$ cat src/rtl/calc_disp_pkg.sv
// Shared types and helpers for the calculator display scanner.
// Digit indexing: 0 is the least-significant digit.
package calc_disp_pkg;

    localparam int NUM_DIGITS = 4;
    localparam logic [3:0] MINUS_CODE = 4'hF;
    localparam logic [3:0] AN_OFF = 4'b1111;

    typedef logic [1:0] digit_idx_t;

    typedef struct packed {
        logic [15:0] digits;
        logic        neg;
        logic        mark;
        digit_idx_t  mark_pos;
    } disp_val_t;

    // 1 + position of the highest nonzero nibble; a zero value counts as 1
    function automatic logic [2:0] sig_count(input logic [15:0] d);
        logic [2:0] s;
        s = 3'd1;
        for (int i = 1; i < NUM_DIGITS; i++) begin
            if (d[4*i +: 4] != 4'h0) s = 3'(i + 1);
        end
        return s;
    endfunction

    function automatic logic is_hole(input logic [3:0] n);
        return (n >= 4'hA) && (n <= 4'hE);
    endfunction

endpackage

$ cat src/rtl/scan_tick_gen.sv
// Slot prescaler: counts clocks within one digit slot,
// flags the last cycle (tick) and the anti-ghost guard window.
module scan_tick_gen #(
    parameter int REFRESH_DIV = 100000,
    parameter int BLANK_CYC   = 16
) (
    input  logic clk,
    input  logic rst,
    output logic tick,
    output logic in_guard
);

    localparam int W = $clog2(REFRESH_DIV);

    logic [W-1:0] cnt;

    assign tick     = (cnt == W'(REFRESH_DIV - 1));
    assign in_guard = (cnt < W'(BLANK_CYC));

    always_ff @(posedge clk or posedge rst) begin
        if (rst) begin
            cnt <= '0;
        end else if (tick) begin
            cnt <= '0;
        end else begin
            cnt <= cnt + W'(1);
        end
    end

endmodule

$ cat src/rtl/disp_scan_ctrl.sv
// 4-digit multiplexed scanner feeding the sdcc seven-segment decoder:
// shadow/active value registers, blanking, sign placement, anode drive.
module disp_scan_ctrl
    import calc_disp_pkg::*;
#(
    parameter int REFRESH_DIV = 100000,
    parameter int BLANK_CYC   = 16
) (
    input  logic        clk,
    input  logic        rst,
    input  logic        load,
    input  logic [15:0] digits_in,
    input  logic        neg_in,
    input  logic        dp_en,
    input  logic [1:0]  dp_pos,
    input  logic        blank_lz,
    output logic [3:0]  digit_code,
    output logic        seg_en,
    output logic        dp_on,
    output logic [3:0]  an,
    output logic        upd_done,
    output logic        ovf
);

    logic       tick;
    logic       in_guard;
    digit_idx_t idx;
    disp_val_t  shadow;
    disp_val_t  active;
    logic       pending;
    logic       valid;
    logic       xfer;

    logic [2:0] sig;
    logic [3:0] nib;
    logic       show;
    logic [3:0] code;
    logic       lit;

    scan_tick_gen #(
        .REFRESH_DIV(REFRESH_DIV),
        .BLANK_CYC  (BLANK_CYC)
    ) u_tick (
        .clk     (clk),
        .rst     (rst),
        .tick    (tick),
        .in_guard(in_guard)
    );

    // Frame boundary: last cycle of slot 3
    assign xfer = tick && (idx == 2'd3) && pending;

    assign sig = sig_count(active.digits);
    assign nib = active.digits[{idx, 2'b00} +: 4];
    assign lit = valid && !in_guard;

    always_comb begin
        show = 1'b0;
        code = 4'h0;
        if (active.neg && (sig != 3'd4) && ({1'b0, idx} == sig)) begin
            show = 1'b1;
            code = MINUS_CODE;
        end else if (blank_lz && ({1'b0, idx} >= sig)) begin
            show = 1'b0;
        end else if (is_hole(nib)) begin
            show = 1'b0;
        end else begin
            show = 1'b1;
            code = nib;
        end
    end

    always_ff @(posedge clk or posedge rst) begin
        if (rst) begin
            idx        <= '0;
            shadow     <= '0;
            active     <= '0;
            pending    <= 1'b0;
            valid      <= 1'b0;
            ovf        <= 1'b0;
            upd_done   <= 1'b0;
            an         <= AN_OFF;
            seg_en     <= 1'b0;
            digit_code <= 4'h0;
            dp_on      <= 1'b0;
        end else begin
            if (tick) idx <= idx + 2'd1;
            if (load) begin
                shadow <= '{digits: digits_in, neg: neg_in,
                            mark: dp_en, mark_pos: dp_pos};
            end
            // A load landing on the transfer cycle keeps pending set
            if (load) begin
                pending <= 1'b1;
            end else if (xfer) begin
                pending <= 1'b0;
            end
            if (xfer) begin
                active <= shadow;
                valid  <= 1'b1;
                ovf    <= shadow.neg && (sig_count(shadow.digits) == 3'd4);
            end
            upd_done   <= xfer;
            an         <= lit ? ~(4'b0001 << idx) : AN_OFF;
            seg_en     <= lit && show;
            digit_code <= (lit && show) ? code : 4'h0;
            dp_on      <= lit && active.mark && (active.mark_pos == idx);
        end
    end

endmodule
$ cat config.mk
export PLATFORM = sky130hd
export DESIGN_NAME = disp_scan_ctrl
export DESIGN_NICKNAME = d
export VERILOG_FILES = /design/src/rtl/calc_disp_pkg.sv /design/src/rtl/scan_tick_gen.sv /design/src/rtl/disp_scan_ctrl.sv
export SDC_FILE = /design/constraint.sdc
export NUM_CORES = 1
export LEC_CHECK = 0
export BUFFER_PORTS_ARGS = -buffer_cell sky130_fd_sc_hd__buf_2
export CORE_MARGIN = 5
export CORE_UTILIZATION = 58
export DETAILED_ROUTE_END_ITERATION = 12
export PLACE_DENSITY = 0.81
export SLEW_MARGIN = 20
export SYNTH_ARGS = -nofsm -noshare
export SYNTH_HDL_FRONTEND = slang
export SYNTH_SLANG_ARGS = --single-unit
$ cat constraint.sdc
create_clock -name clk -period 3.12 [get_ports clk]
set_input_delay 0.156 -clock clk [delete_from_list [all_inputs] [get_ports clk]]
set_output_delay 0.156 -clock clk [all_outputs]
set_load 0.1 [all_outputs]
==> results.cfg <==
[global_route]
grt_antenna_before_repair = 0
grt_overflow = 0
first_pass_grt_wire_length_um = 10150
groute.usage.overall_pct = 18.03
first_global_vias = 2143
grt_max_degree = 36

[critical_path]
critical_path.endpoint_type = flip-flop
cp_data_required_time_ns = 3.38
worst-r2r-setup-slack_ns = 0.55
cp-start-kind = flip-flop
longest_individual_stage_delay_on_the_worst_path_ns = 0.51
critPathKind = reg -> reg
timing.critical_path.slowest_stage_cell = nor4_1
arrival_ns = 2.83
number_of_buffer_and_inverter_instances_along_the_worst_setup_path = 0
critPathMaxFanout = 7
critical_path.top_delay_family = compound AO/OA/AOI/OAI gates
crit_path_cell_trace = nor4_1, a21boi_0, ha_1, nand2b_1, a21oi_1, o211ai_1, a31oi_1

[synthesis]
synthesis.yosys.warnings = 0
post_syn_area_mm2 = 0.003221
yosys-top-cells-area = dfrtp_1 (54%), mux2_2 (14%), dfstp_2 (3.3%), mux4_2 (2.8%), ha_1 (2.7%)
dominantRegCellSynth = dfrtp_1
synth_most_common_cell = dfrtp_1
synth.ff_latch_count = 73
async_flop_share_pct = 100.0
netlist.area_leader.share_pct = 53.61
ys_seq_area_share_pct = 56.88
netlist_instances = 243
post-synth-top-area-cell = dfrtp_1
ys_types = 39
net_count_synth = 274
synth_edf_count = 0
syn_avg_cell_area_um2 = 13.25
commonest_cells_in_the_synthesized_netlist = dfrtp_1 (69), mux2_2 (40), nand2_1 (13)

[sta]
setup_viol = 0
report.final.hold_viol_count = 0
relSlewSlack_pct = 53.02
fin_setup_tns_ns = 0
worst_pin_slew_ns = 0.7036
finalWorstPathRequiredPeriod_ns = 2.569
finalMaxSlewViolations = 0
clock.fmax_ghz = 0.3893
finalClockSkew_ns = 0.008392
rsz0062_at_grt = no
final.period_utilization_pct = 82.33

[layout]
final.fill_count = 403
num-nets-final = 316
antenna_cells_inserted = 0
postLayoutCellArea_mm2 = 0.003682
areaGrowthSynthToFinish_pct = 14.34
layout-drive-gt1-share_pct = 37.24
finish.utilization_pct = 67.70

[clocking]
clk_pin_slew_worst_paths_ns = 0.07
clock_tree_from_tritoncts = done
ctsResizeCount = 0
cts_sinks = 73
hold_buffers = 1
post-cts-setup-buffers = 0
clk_root_buffer_cell = clkbuf_8
tritoncts_buffers = 9
clk_latency_ns = 0.34
htree_levels = 3
deepest_clock_path_buffer_count = 2

[flow_run]
max_cap_viol_count = 0

[floorplan]
ioPinCount = 36
rows = 27
die_width_um = 84.52
design.core.area_mm2 = 0.005439
fp.dieH_um = 84.52
fp.dieArea_mm2 = 0.007143
initial_core_util_pct = 59.21

[place]
io_buffers = 35
placed_area_mm2 = 0.003457
place.gp.congestion = 0.8941
place.detailed.hpwl_um = 4121

[power_and_ir_drop]
power_per_cell_area_mw_per_mm2 = 497.3
power.static_leakage_nw = 1.705
worst_ir_drop_vdd_mv = 0.3401

[drt]
avgViaCountPerCell = 5.575
drt_pre_antenna_iters = 4
drc_errors = 0
initial_drt_markers = 97
routed-via-count = 2018
detail_route.wl_per_cell_um = 15.79
postRouteWirelength_um = 5715
drt.antenna.violating_nets = 0

[status]
outcome = finished, final reports clean

[hold_path]
min-delay-path-class = in -> reg
-- worst register-to-register path: cells and delay by family, from the launching register on --
kind            cells  cell delay (ns)
fa+ha+maj           1             0.28
compound gates      4             1.17
simple gates        2             0.66
flops               1             0.39
-- final timing paths --
check	cells past startpoint	start	endpoint
setup / recovery	7	active[19]$_DFFE_PP0P_	digit_code[2]$_DFF_PP0_
hold / removal	2	digits_in[7]	shadow[11]$_DFFE_PP0P_
setup reg to reg	7	active[19]$_DFFE_PP0P_	digit_code[2]$_DFF_PP0_
hold reg to reg	1	u_tick.cnt[0]$_DFF_PP0_	u_tick.cnt[0]$_DFF_PP0_
max in group asynchronous	4	rst	an[1]$_DFF_PP1_
min in group asynchronous	3	rst	shadow[5]$_DFFE_PP0P_
-- cell families (layout without fill, tap and decap cells) --
kind of cell,Yosys count,count (layout),share of synthesized area (%)
flops,73,73,56.88
mux,46,46,17.44
xor+xnor,16,16,4.351
simple gates,59,59,10.68
fa+ha+maj,7,7,2.719
compound gates,25,25,5.167
buf+inv,17,64,2.758
-- placed cells by master (no fill, tap or decap), drive strengths merged, types with 2 or more instances in the layout --
master     n
nor4       6
dfrtp     69
mux4       4
and3       2
mux2      41
and4       2
xor2       8
clkbuf    12
nand2b     2
dfstp      4
xnor2      8
nand2     14
o211ai     5
nor2      11
clkinvlp   2
a21oi      4
nand3      5
or4        4
ha         7
o41ai      2
inv        8
nand4      7
o21ai      4
a31oi      4
nor3       3
o31ai      2
buf       39
-- final cells by class --
type	count	area, µm²	share of cell area [%]
Tap cell	72	90.09	2.446
Inverter	8	30.03	0.8155
Sequential cell	73	1832	49.75
Timing Repair Buffer	40	215.2	5.844
Clock buffer	12	165.2	4.485
Clock inverter	4	50.05	1.359
Multi-Input combinational cell	153	1300	35.30
-- stage by stage --
stage	setup WS [ns]	hold slack [ns]	power, mW	instances
CTS	0.5959	0.02274	1.850	362
floorplan	0.9111	0.3076	1.046	243
global route	0.3312	0.01928	1.914	362
global placement	0.7841	0.3093	1.075	345
finish	0.5513	0.04261	1.831	362
detailed placement	0.6178	0.3146	1.079	345
-- flip-flops by register name, indices dropped and copies added (netlist names) --
register,count
active,20
shadow,20
u_tick.cnt,17
an,4
digit_code,4
idx,2
dp_on,1
ovf,1
pending,1
seg_en,1
upd_done,1
valid,1
-- routing by layer --
layer | wire length, µm | global-route usage [%] | vias to the layer above
li1 | - | - | 968
met1 | 2614 | 23.87 | 997
met2 | 2761 | 27.76 | 43
met3 | 246 | 6.183 | 10
met4 | 92 | 6.475 | 0
met5 | 0 | 0 | -
-- power breakdown --
group          total [mW]  switching [mW]  internal [mW]
clock network       0.772           0.339          0.433
registers           0.988          0.0157          0.972
logic              0.0716          0.0350         0.0365
No activity file was read; power rests on OpenSTA's default activity.
